[src/rtl/captura_operandos_pkg.sv]
// Shared state codes and debounce default for the operand-capture
// block and the board top level.
package captura_operandos_pkg;

  localparam int unsigned DEBOUNCE_CICLOS_PADRAO = 500000;

  typedef enum logic [2:0] {
    ESPERA_A  = 3'd0,
    ESPERA_B  = 3'd1,
    ESPERA_OP = 3'd2,
    EXECUTA   = 3'd3,
    MOSTRA    = 3'd4
  } estado_t;

endpackage

[src/rtl/captura_operandos_debounce_botao.sv]
// Pushbutton conditioner: 2-flop sync, debouncer and press-edge
// detector producing a one-cycle event per accepted press.
module debounce_botao #(
  parameter int unsigned CICLOS = 4
) (
  input  logic clk,
  input  logic rst,
  input  logic btn_n_i,
  output logic evento_o
);

  localparam int CW = $clog2(CICLOS + 1);
  localparam logic [CW-1:0] LIM = CW'(CICLOS - 1);

  logic          s1_q, s2_q;
  logic          est_q, est_d;
  logic [CW-1:0] cnt_q, cnt_d;
  logic          ant_q;
  logic [1:0]    vld_q;
  logic          bloq_q, bloq_d;
  logic          evt_q, evt_d;
  logic          prs;

  always_comb begin
    prs    = ~s2_q;
    est_d  = est_q;
    cnt_d  = '0;
    if (prs != est_q) begin
      if (cnt_q == LIM) est_d = prs;
      else              cnt_d = cnt_q + 1'b1;
    end
    // After reset, stay blocked until a real released level is seen,
    // so a button held through reset never yields an event.
    bloq_d = bloq_q & ~(vld_q[1] & s2_q & ~est_q);
    evt_d  = est_q & ~ant_q & ~bloq_q;
  end

  always_ff @(posedge clk) begin
    if (rst) begin
      s1_q   <= 1'b1;
      s2_q   <= 1'b1;
      est_q  <= 1'b0;
      cnt_q  <= '0;
      ant_q  <= 1'b0;
      vld_q  <= 2'b00;
      bloq_q <= 1'b1;
      evt_q  <= 1'b0;
    end else begin
      s1_q   <= btn_n_i;
      s2_q   <= s1_q;
      est_q  <= est_d;
      cnt_q  <= cnt_d;
      ant_q  <= est_q;
      vld_q  <= {vld_q[0], 1'b1};
      bloq_q <= bloq_d;
      evt_q  <= evt_d;
    end
  end

  assign evento_o = evt_q;

endmodule

[src/rtl/captura_operandos.sv]
// Step-by-step operand entry for the board ALU: A, B, then
// operation/carry, confirmed and cancelled by pushbuttons.
module captura_operandos
  import captura_operandos_pkg::*;
#(
  parameter int unsigned DEBOUNCE_CICLOS = DEBOUNCE_CICLOS_PADRAO
) (
  input  logic       clk,
  input  logic       rst,
  input  logic [9:0] SW,
  input  logic       btn_avanca_n,
  input  logic       btn_cancela_n,
  output logic [3:0] a,
  output logic [3:0] b,
  output logic       carry_in,
  output logic [1:0] seletor,
  output logic       op_valid,
  output logic [2:0] estado
);

  estado_t    estado_q, estado_d;
  logic [3:0] a_q, a_d, b_q, b_d;
  logic       cin_q, cin_d;
  logic [1:0] sel_q, sel_d;
  logic       ov_q, ov_d;
  logic       conf, canc;
  logic       sw_unused;

  assign sw_unused = ^SW[6:4];

  debounce_botao #(.CICLOS(DEBOUNCE_CICLOS)) u_avanca (
    .clk     (clk),
    .rst     (rst),
    .btn_n_i (btn_avanca_n),
    .evento_o(conf)
  );

  debounce_botao #(.CICLOS(DEBOUNCE_CICLOS)) u_cancela (
    .clk     (clk),
    .rst     (rst),
    .btn_n_i (btn_cancela_n),
    .evento_o(canc)
  );

  always_comb begin
    estado_d = estado_q;
    a_d      = a_q;
    b_d      = b_q;
    cin_d    = cin_q;
    sel_d    = sel_q;
    if (canc) begin
      estado_d = ESPERA_A;
      a_d      = '0;
      b_d      = '0;
      cin_d    = 1'b0;
      sel_d    = '0;
    end else begin
      case (estado_q)
        ESPERA_A: if (conf) begin
          a_d      = SW[3:0];
          estado_d = ESPERA_B;
        end
        ESPERA_B: if (conf) begin
          b_d      = SW[3:0];
          estado_d = ESPERA_OP;
        end
        ESPERA_OP: if (conf) begin
          sel_d    = SW[9:8];
          cin_d    = SW[7];
          estado_d = EXECUTA;
        end
        EXECUTA:  estado_d = MOSTRA;
        MOSTRA:   if (conf) estado_d = ESPERA_A;
        default:  estado_d = ESPERA_A;
      endcase
    end
    // Registered alongside the state, so it is high exactly in EXECUTA.
    ov_d = (estado_d == EXECUTA);
  end

  always_ff @(posedge clk) begin
    if (rst) begin
      estado_q <= ESPERA_A;
      a_q      <= '0;
      b_q      <= '0;
      cin_q    <= 1'b0;
      sel_q    <= '0;
      ov_q     <= 1'b0;
    end else begin
      estado_q <= estado_d;
      a_q      <= a_d;
      b_q      <= b_d;
      cin_q    <= cin_d;
      sel_q    <= sel_d;
      ov_q     <= ov_d;
    end
  end

  assign a        = a_q;
  assign b        = b_q;
  assign carry_in = cin_q;
  assign seletor  = sel_q;
  assign op_valid = ov_q;
  assign estado   = estado_q;

endmodule
[config.mk]
export PLATFORM = sky130hd
export DESIGN_NAME = captura_operandos
export DESIGN_NICKNAME = d
export VERILOG_FILES = /design/src/rtl/captura_operandos_pkg.sv /design/src/rtl/captura_operandos_debounce_botao.sv /design/src/rtl/captura_operandos.sv
export SDC_FILE = /design/constraint.sdc
export NUM_CORES = 1
export LEC_CHECK = 0
export BUFFER_PORTS_ARGS = -buffer_cell sky130_fd_sc_hd__buf_4
export CAP_MARGIN = 20
export CORE_ASPECT_RATIO = 0.5
export CORE_MARGIN = 8
export CORE_UTILIZATION = 50
export CTS_CLUSTER_DIAMETER = 150
export DETAILED_ROUTE_END_ITERATION = 6
export MAX_ROUTING_LAYER = met4
export PLACE_DENSITY = 0.71
export SLEW_MARGIN = 30
export SYNTH_ARGS = -nofsm -noshare
export SYNTH_HDL_FRONTEND = slang
export SYNTH_SLANG_ARGS = --single-unit
[constraint.sdc]
create_clock -name clk -period 2.2 [get_ports clk]
set_clock_uncertainty 0.1 [all_clocks]
set_input_delay 0.44 -clock clk [delete_from_list [all_inputs] [get_ports clk]]
set_output_delay 0.44 -clock clk [all_outputs]
set_load 0.02 [all_outputs]
# Word level (Yosys, flattened, before mapping)
# Cells that the tools add are included.
# op_classes
add_sub_neg	2
multipliers	0
n_div	0
order_cmp	0
eq_ne	9
shifts	0
muxes	8
bitwise_logic	22
reduce_logical	9
# op_table
cell	count
19-bit by 1-bit adder with 19-bit output, second input constant	2
19-bit == test, second input constant	2
3-bit 2-to-1 mux	5
3-bit case mux with 5 select lines	1
1-bit inverter	12
1-bit bitwise AND	10
2-bit AND reduction	5
3-bit by 2-bit == test with 1-bit output, second input constant	3
3-bit OR reduction	2
3-bit by 1-bit == test with 1-bit output, second input constant	1
3-bit == test, second input constant	1
3-bit zero test	1
1-bit 2-to-1 mux	2
1-bit inequality test	2
2-bit OR reduction	1
# totals
ff_bits	69
latch_bits	0
mem_bits_rw	0
rom_bits	0
in_bits	14
output_inout_bits	15
wordCells	74
memories	0

# Depth between registers and ports, before layout
# Gate-level depths: netlist of the first run.
# depth
word_depth	4
depth_mapped	7
ltp_nobuf	5

# Hierarchy
# From an unflattened synthesis of the first run, not the netlist that was laid out.
# hier_totals
hier_cells	290
hier_area_um2	2890.3
# by_module_without_submodules
mod	n_inst	cells_per_inst	area_each_um2	seq_area_each_um2
debounce_botao	2	115	1092.3	540.5
captura_operandos	1	60	705.7	300.3

# Worst setup path after synthesis of the first run
# OpenSTA, ideal clock, no wires.
# synth_timing
path_type	reg-to-reg
startpoint	register u_cancela.cnt_q[0]
endpoint	register u_cancela.cnt_q[15]
setup_time_ps	117
arrival_time_ps	1560
required_ps	1983
slack_ps	422
path_stages_with_launch	7
n_path_buf	1
synth_period_minus_slack_ps	1778
path_cell_list	dfxtp_1 -> ha_1 -> and3_1 -> nand4_1 -> o21ai_1 -> buf_2 -> nor2_1
# synth_via
elab_chain_cells	2
word_cells_on_any_way	3
cone_classes	add/sub (1); eq/ne (1); reduce/logical (1)
# synth_lines
item	line	text
from (decl)	captura_operandos_debounce_botao.sv:17	logic [CW-1:0] cnt_q, cnt_d;
from (signal assigned)	captura_operandos_debounce_botao.sv:52	cnt_q <= cnt_d;
parallel branches: the longest is 2 deep, another holds 19-bit by 1-bit adder with 19-bit output	--	
# Several ways; the timed one is not identified.
# A chain may end at the register's enable or synchronous reset.

# Worst setup path after layout of the first run
# layout_timing
startpoint	register u_avanca.cnt_q[0]
endpoint	register u_avanca.cnt_q[18]
# layout_via
elab_chain_cells	2
word_cells_on_any_way	3
cone_classes	add/sub (1); eq/ne (1); reduce/logical (1)
# layout_lines
item	line
from (decl)	captura_operandos_debounce_botao.sv:17
from (signal assigned)	captura_operandos_debounce_botao.sv:52
parallel branches: the longest is 2 deep, another holds 19-bit by 1-bit adder with 19-bit output	--
# Several ways; the timed one is not identified.

==> metrics, run 1 <==
slowest CP cell or4_1; GRT Residual Overflow 0; post-synthesis area per instance 9.20 um^2; Post-CTS Setup Inserts 0; syn nets 314; Post-Synth Adder-Cell Area 0.912%; flop2flop setup slack 280 ps; I/O Pins 29; ratio of cells with drive above 1 in the final layout 16.4%; Hold EP u_avanca.s1_q$_SDFF_PP1_; count of input and output buffers 25; Die ar. 0.00825 mm^2; Syn Inst Count 298; Fmax achieved 521 MHz; largest net degree at the start of global routing 19; min cycle time layout 1920 ps; Worst-Margin Slew 631 ps; row cnt 19; Reg2Reg Depth 5; Synth top area share 48.9%; Layout area overhead 16.9%; Yosys top cell by area dfxtp_1; Nets 343; power per cell area 715 mW/mm^2; CTS H-tree lvls 3; Post-synth top cells 67 x dfxtp_1, 43 x nor2_1, 15 x nand4_1, 14 x xnor2_1, 14 x xor2_1; post-synthesis compound-gate area fraction 5.34%; CTS resizes 0; # hold bufs at CTS 0; worst setup path category flip-flop to flip-flop; top-count cell post-synth dfxtp_1; final WL 5250 um; Post-synth ARST share 0%; Post-Synth Simple-Gate Area 29.2%; Synth area leaders dfxtp_1 49%, nor2_1 5.9%, xnor2_1 4.5%; Root Driver clkbuf_8; Setup crit end kind flip-flop; largest family of logic cells by synthesized area simple AND/OR/NAND/NOR gates; Hold Path Depth 2; Final Max Tran Viols 0; via count 2,142; post-synthesis sequential area ratio 48.9%; later-pin clock latency in the skew report 330 ps; Arr. time, crit path 2080 ps; WP data required 2360 ps; first-pass GRT wire length 9200 um; Hold Crit Class input port to flip-flop; family with the most delay on the worst path simple AND/OR/NAND/NOR gates; FF-to-FF End u_avanca.cnt_q[18]$_SDFF_PP0_; Synth Cell Area 0.00274 mm^2; DRC violations left 0; Critical Path Fanout Max 5; area of the core 0.00540 mm^2; Unique masters post-synth 35; post-route clock period utilization 87.3%; Worst setup SP type flip-flop; Starting DRT DRC Count 94; Worst path max stage delay 470 ps; gr usage total 14.4%; Synth Area in XOR/XNOR 8.94%; Slew headroom 57.9%; predominant post-synthesis flop cell dfxtp_1; Hold Path Origin btn_avanca_n; RSZ-0062 raised after global routing no; Avg WL per Cell 13.0 um; vias per cell 5.32; Die Ht 68.4 um; # fillers 482; RePlAce Congestion 0.838; vias in the first global route 2,100; CP Depth 5; Worst-path clk slew 70 ps; LEAKAGE 1.09 nW; synth warn 0; #FFs+latches synth 67; CP bufs+invs 0; Ant. Diodes 0; run status complete, no violations; TritonCTS Buffers 9; CP cell instances ha_1, and3_1, nand4_1, or4_1, a21oi_1; mux cell area share after synthesis 4.01%; clock buffer depth 2; DIE WIDTH 121 um; endpoints failing setup 0; Hold Vio Cnt, Final 0; Final HPWL DP 3810 um; worst hold margin 199 ps; DRT Pass-1 Iters 4; Reg2Reg Launch Point u_avanca.cnt_q[0]$_SDFF_PP0_; Setup TNS Final 0 ps; maxcap violations 0; number of flops mapped to enable cells by yosys 0; maximum VDD drop 0.357 mV; Initial Util 50.8%; CTS tree done; post-route ant nets 0; initial antenna violation count 0; TritonCTS Sinks 67
==> where the power goes <==
| group | total [mW] | internal, mW | switching [mW] |
|---|---|---|---|
| clock | 1.02 | 0.602 | 0.422 |
| combinational | 0.0410 | 0.0201 | 0.0209 |
| sequential | 1.23 | 1.22 | 0.00475 |
==> worst max path at each step <==
stage | from | to | slack [ps]
4_1_cts | u_avanca.cnt_q[0]$_SDFF_PP0_ | u_avanca.cnt_q[18]$_SDFF_PP0_ | 270
3_3_place_gp | u_cancela.cnt_q[4]$_SDFF_PP0_ | u_cancela.cnt_q[17]$_SDFF_PP0_ | 370
2_1_floorplan | u_cancela.cnt_q[0]$_SDFF_PP0_ | u_cancela.cnt_q[15]$_SDFF_PP0_ | 420
6_report | u_avanca.cnt_q[0]$_SDFF_PP0_ | u_avanca.cnt_q[18]$_SDFF_PP0_ | 280
3_5_place_dp | u_avanca.cnt_q[0]$_SDFF_PP0_ | u_avanca.cnt_q[18]$_SDFF_PP0_ | 310
5_1_grt | u_avanca.cnt_q[0]$_SDFF_PP0_ | u_avanca.cnt_q[18]$_SDFF_PP0_ | 130
==> worst register-to-register path, delay by kind of cell (launching register included) <==
kind,cells,cell delay [ps]
AOI/OAI and AO/OA,1,150
adders and majority gates,1,220
DFF,1,370
and+or+nand+nor,3,1000
==> stage by stage <==
stage / instances / utilization (%) / total power, mW / setup WS, ps / cell area [um^2]
final: 403 / 59.4 / 2.29 / 280 / 3210
after global routing: 403 / 59.4 / 2.38 / 126 / 3210
after CTS: 403 / 59.4 / 2.33 / 272 / 3210
after detailed placement: 389 / 55.7 / 1.30 / 310 / 3010
after global placement: 389 / 55.7 / 1.29 / 368 / 3010
after floorplan: 298 / - / 1.27 / 422 / 2740
==> sequential cells by signal (all words and copies together), names as in the netlist, 2 cells and up <==
name	cells
u_cancela.cnt_q	19
estado	3
u_cancela.vld_q	2
b	4
seletor	2
u_avanca.cnt_q	19
a	4
==> cells in the final DEF, fill, tap and decap left out, types with 8 or more instances in the layout <==
cell,instances
xor2_1,14
xnor2_1,14
nor3_1,8
o21ai_0,11
a21oi_1,11
nand4_1,15
mux2i_1,11
dfxtp_1,67
nand2_1,13
nand3_1,13
buf_4,30
or3_1,8
nor2_1,43
clkbuf_8,12
==> area by class of cell <==
cell class                 instances  area [um^2]  area share, %
clock buffer                      12          165           5.15
clock inverter                     2         35.0           1.09
inverter                           6         22.5          0.702
multi-input combinational        213         1330           41.4
sequential                        67         1340           41.8
tap                               73         91.3           2.85
timing repair buffer              30          225           7.02
==> cells by family (layout without fill, tap and decap cells) <==
kind of cell    Yosys count  count (layout)
mux                      11              11
simple gates            145             145
flops                    67              67
fa+ha+maj                 2               2
compound gates           27              27
buf+inv                  18              50
xor+xnor                 28              28
==> layer usage <==
layer	GRT usage (%)	vias up	share of wire (%)
li1	-	1104	-
met1	15.0	1015	46
met2	25.1	16	50
met3	5.43	7	3.1
met4	5.08	0	0.91
met5	-	-	0
No activity file was read; power rests on OpenSTA's default activity.
==> run 2, diff against run 1 <==
PLACE_DENSITY = 0.7   (was 0.71)
SYNTH_HIERARCHICAL = 1   (was not set)
==> metrics, run 2 <==
Worst setup SP type flip-flop; area of the multi-input gates 0.00143 mm^2; later-pin clock latency in the skew report 330 ps; Final Max Tran Viols 0; predominant post-synthesis flop cell dfxtp_1; run status complete, no violations; Hold EP u_cancela/s1_q$_SDFF_PP1_; pre-CTS WS 243 ps; Unique masters post-synth 41; Avg WL per Cell 13.9 um; Post-CTS Setup Inserts 0; CP bufs+invs 0; Hold Path Origin btn_cancela_n; Setup crit end kind flip-flop; maxcap violations 0; Worst path max stage delay 490 ps; RePlAce Congestion 0.772; flop2flop setup slack 220 ps; endpoints failing setup 0; min cycle time layout 1980 ps; slowest CP cell or4_1; Hold Vio Cnt, Final 0; first-pass GRT wire length 9930 um; leading cell type in the layout, fill and taps excluded dfxtp_1; post-route ant nets 0; TritonCTS Sinks 69; CTS tree done; Die Ht 69.8 um; Nets 339; CP Depth 5; Hold Crit Class input port to flip-flop; WP data required 2360 ps; power per cell area 800 mW/mm^2; via count 2,196; Fmax achieved 505 MHz; Slew headroom 66.0%; # hold bufs at CTS 0; register area 0.00138 mm^2; Post-synth ARST share 0%; Reg2Reg Depth 5; Synth Cell Area 0.00289 mm^2; Initial Util 52.2%; GRT Residual Overflow 0; Worst-path clk slew 50 ps; Synth top area share 47.8%; Reg2Reg Launch Point u_cancela/cnt_q[0]$_SDFF_PP0_; CTS H-tree lvls 3; Root Driver clkbuf_16; Worst-Margin Slew 509 ps; Yosys top cell by area dfxtp_1; TritonCTS Buffers 9; Setup TNS Final 0 ps; most used routing layer met2; ratio of cells with drive above 1 in the final layout 22.6%; number of flops mapped to enable cells by yosys 0; row cnt 19; M1 GR Usage 15.7%; Starting DRT DRC Count 117; family with the most delay on the worst path simple AND/OR/NAND/NOR gates; worst setup margin 218 ps; biggest regs u_avanca/cnt_q (19), u_cancela/cnt_q (19); Final HPWL DP 3870 um; CP cell instances ha_1, and4_1, nand3_2, or4_1, a21oi_1; most frequent cells in the layout 69 x dfxtp_1, 28 x buf_4, 28 x nor2_1; top-count cell post-synth dfxtp_1; Syn Inst Count 290; vias per cell 5.48; Arr. time, crit path 2140 ps; # fillers 455; post-synthesis area per instance 9.97 um^2; Hold Path Depth 2; #FFs+latches synth 69; Post-synth top cells 69 x dfxtp_1, 28 x nor2_1, 18 x nand2_1, 18 x xor2_1, 13 x a21oi_1; initial antenna violation count 0; post-synthesis sequential area ratio 47.8%; Die ar. 0.00862 mm^2; GR Util met2 24.1%; LEAKAGE 1.25 nW; DIE WIDTH 124 um; grt met3 use 4.39%; Ant. Diodes 0; worst setup path category flip-flop to flip-flop; CTS resizes 0; synth warn 6; maximum VDD drop 0.508 mV; DRT Pass-1 Iters 4; RSZ-0062 raised after global routing no; Layout area overhead 20.3%; DRC violations left 0; clock buffer depth 2; I/O Pins 29; vias in the first global route 2,213; FF-to-FF End u_cancela/cnt_q[18]$_SDFF_PP0_; final WL 5570 um; Crit. Startpoint u_cancela/cnt_q[0]$_SDFF_PP0_; gr usage total 14.7%; count of input and output buffers 25; syn nets 306; largest net degree at the start of global routing 30; post-route clock period utilization 90.1%; Critical Path Fanout Max 7; area of the core 0.00554 mm^2; Synth area leaders dfxtp_1 48%, xor2_1 5.5%, nor2_1 3.6%
run 2: cell count changes after synthesis, sizes merged, moves of 5 or more:
| cell | previous run | this run |
|---|---|---|
| nand4 | 16 | 10 |
| nand2 | 13 | 18 |
| nor3 | 9 | 0 |
| o21ai | 13 | 8 |
| or3b | 0 | 13 |
| nor4 | 7 | 2 |
| clkbuf | 8 | 1 |
| nor2 | 43 | 28 |
| xnor2 | 14 | 6 |
| and3 | 6 | 0 |
| nor3b | 4 | 10 |
run 2: worst max path at each step:
stage and endpoint:
2_1_floorplan u_avanca/cnt_q[16]$_SDFF_PP0_, 3_3_place_gp u_avanca/cnt_q[18]$_SDFF_PP0_, 3_5_place_dp u_cancela/cnt_q[18]$_SDFF_PP0_, 4_1_cts u_cancela/cnt_q[16]$_SDFF_PP0_, 5_1_grt u_cancela/cnt_q[18]$_SDFF_PP0_, 6_report u_cancela/cnt_q[18]$_SDFF_PP0_
run 2: cell families after synthesis:
| family | after synthesis | synth area share [%] |
|---|---|---|
| XOR/XNOR | 24 | 7.27 |
| AO/OA/AOI/OAI | 33 | 7.45 |
| AND/OR/NAND/NOR | 136 | 30.0 |
| flip-flops | 69 | 47.8 |
| adder cells (fa/ha/maj) | 2 | 0.866 |
| multiplexers | 11 | 3.94 |
| buffers and inverters | 15 | 2.64 |
run 2: layer usage:
layer | share of wire [%] | vias up | wire (um)
met4 | 2.3 | 0 | 127
met5 | 0 | - | 0
met3 | 3.0 | 12 | 167
li1 | - | 1108 | -
met2 | 51 | 16 | 2830
met1 | 44 | 1060 | 2440
run 2: worst register-to-register path, delay by kind of cell, from the launching register on:
kind	cells	cell delay [ps]
adders and majority gates	1	210
and+or+nand+nor	3	1090
DFF	1	360
AOI/OAI and AO/OA	1	150
run 2: report_power, final:
group / switching, mW / internal, mW
clock network: 0.502 / 0.963
registers: 0.00461 / 1.26
logic: 0.0239 / 0.0270
total: 0.530 / 2.25
run 2: layout make-up:
cell class | instances | share of cell area, %
clock buffer | 12 | 7.66
timing repair buffer | 29 | 6.62
sequential | 69 | 39.7
clock inverter | 4 | 1.30
multi-input combinational | 206 | 41.2
inverter | 8 | 0.864
tap | 73 | 2.63
run 2: metrics by stage:
stage / util [%] / power (mW) / hold WS [ps] / area, um^2 / instances
after global routing: 62.8 / 2.88 / 188 / 3480 / 401
after detailed placement: 57.1 / 1.34 / 284 / 3170 / 385
after CTS: 62.8 / 2.82 / 184 / 3480 / 401
after floorplan: - / 1.32 / 272 / 2890 / 290
final: 62.8 / 2.78 / 195 / 3480 / 401
after global placement: 57.1 / 1.34 / 280 / 3170 / 385
==> run 3, diff against run 2 <==
PLACE_DENSITY = 0.69   (was 0.7)
==> metrics, run 3 (same netlist as run 2, synthesis figures left out) <==
ratio of cells with drive above 1 in the final layout 22.0%; Worst-Margin Slew 517 ps; vias in the first global route 2,167; Critical Path Fanout Max 7; pre-CTS WS 246 ps; Setup crit end kind flip-flop; Final HPWL DP 3810 um; later-pin clock latency in the skew report 330 ps; Initial Util 52.2%; CTS H-tree lvls 3; family with the most delay on the worst path simple AND/OR/NAND/NOR gates; Inst Count DP 385; CP bufs+invs 0; maximum VDD drop 0.547 mV; Arr. time, crit path 2130 ps; I/O Pins 29; GRT Residual Overflow 0; vias per cell 5.39; Nets 339; TritonCTS Sinks 69; DRC violations left 0; first-pass GRT wire length 9600 um; Fmax achieved 507 MHz; area of the core 0.00554 mm^2; Ant. Diodes 0; RSZ-0062 raised after global routing no; Int Power 2.20 mW; endpoints failing setup 0; final WL 5450 um; CTS tree done; Post-CTS Setup Inserts 0; largest net degree at the start of global routing 30; clock buffer depth 2; Avg WL per Cell 13.6 um; count of input and output buffers 25; combinational power share 1.9%; worst setup path category flip-flop to flip-flop; Worst path max stage delay 520 ps; worst setup margin 228 ps; gr usage total 14.4%; post-route clock period utilization 89.6%; Die Ht 69.8 um; Starting DRT DRC Count 105; # hold bufs at CTS 0; Hold Crit Class input port to flip-flop; DIE WIDTH 124 um; initial antenna violation count 0; run status complete, no violations; CP cell instances ha_1, and4_1, nand3_2, or4_1, a21oi_1; LEAKAGE 1.24 nW; Worst setup SP type flip-flop; Net Switching 0.500 mW; power per cell area 779 mW/mm^2; maxcap violations 0; post-route ant nets 0; Root Driver clkbuf_16; Slew headroom 65.5%; WP data required 2360 ps; row cnt 19; DRT Pass-1 Iters 4; RePlAce Congestion 0.780; leading cell type in the layout, fill and taps excluded dfxtp_1; slowest CP cell or4_1; Switching Share 18.5%; TritonCTS Buffers 9; biggest regs u_avanca/cnt_q (19), u_cancela/cnt_q (19); Hold Vio Cnt, Final 0; Layout area overhead 19.8%; Die ar. 0.00862 mm^2; min cycle time layout 1970 ps; CTS resizes 0; via count 2,157; # fillers 461; Setup TNS Final 0 ps; Flop pwr share 47.0%; Final Max Tran Viols 0; clock share of power 51.2%; most frequent cells in the layout 69 x dfxtp_1, 28 x buf_4, 28 x nor2_1; Post-Layout Cell Count 400; Worst-path clk slew 50 ps
run 3: cell count changes in the layout (fill, tap and decap cells not counted), sizes merged:
cell	change
clkinv	-3
bufinv	-1
clkbuf	+3
run 3: area by class of cell:
class                           count  area, um^2  share of cell area [%]
Timing Repair Buffer               29         230                    6.65
Multi-Input combinational cell    206        1430                    41.4
Inverter                            8        30.0                   0.867
Sequential cell                    69        1380                    39.9
Clock buffer                       15         298                    8.60
Tap cell                           73        91.3                    2.64
run 3: worst paths after layout:
path                                 startpoint                             end  slack (ps)  cells after the start
setup / recovery  u_cancela/cnt_q[0]$_SDFF_PP0_  u_cancela/cnt_q[16]$_SDFF_PP0_         230                      5
setup reg to reg  u_cancela/cnt_q[0]$_SDFF_PP0_  u_cancela/cnt_q[16]$_SDFF_PP0_         230                      5
hold / removal                    btn_cancela_n       u_cancela/s1_q$_SDFF_PP1_         200                      2
hold reg to reg       u_avanca/ant_q$_SDFF_PP0_    u_avanca/evento_o$_SDFF_PP0_         290                      1
run 3: routing by layer:
metal | vias to the layer above | GRT usage (%) | wire length [um]
li1 | 1102 | - | -
met1 | 1030 | 14.5 | 2470
met2 | 15 | 24.1 | 2700
met3 | 10 | 6.34 | 190
met4 | 0 | 5.83 | 92
met5 | - | - | 0
run 3: power groups by stage:
stage	clock, mW	sequential [mW]	combinational, mW
after floorplan	0	1.29	0.0268
after global placement	0	1.29	0.0493
after detailed placement	0	1.29	0.0516
after CTS	1.43	1.27	0.0516
after global routing	1.48	1.27	0.0563
final	1.38	1.27	0.0508
run 3: metrics by stage:
stage | area [um^2] | total power, mW | util (%) | hold slack (ps)
5_1_grt | 3460 | 2.80 | 62.5 | 185
2_1_floorplan | 2890 | 1.32 | - | 272
3_3_place_gp | 3170 | 1.34 | 57.1 | 280
6_report | 3460 | 2.70 | 62.5 | 201
4_1_cts | 3460 | 2.75 | 62.5 | 182
3_5_place_dp | 3170 | 1.34 | 57.1 | 283
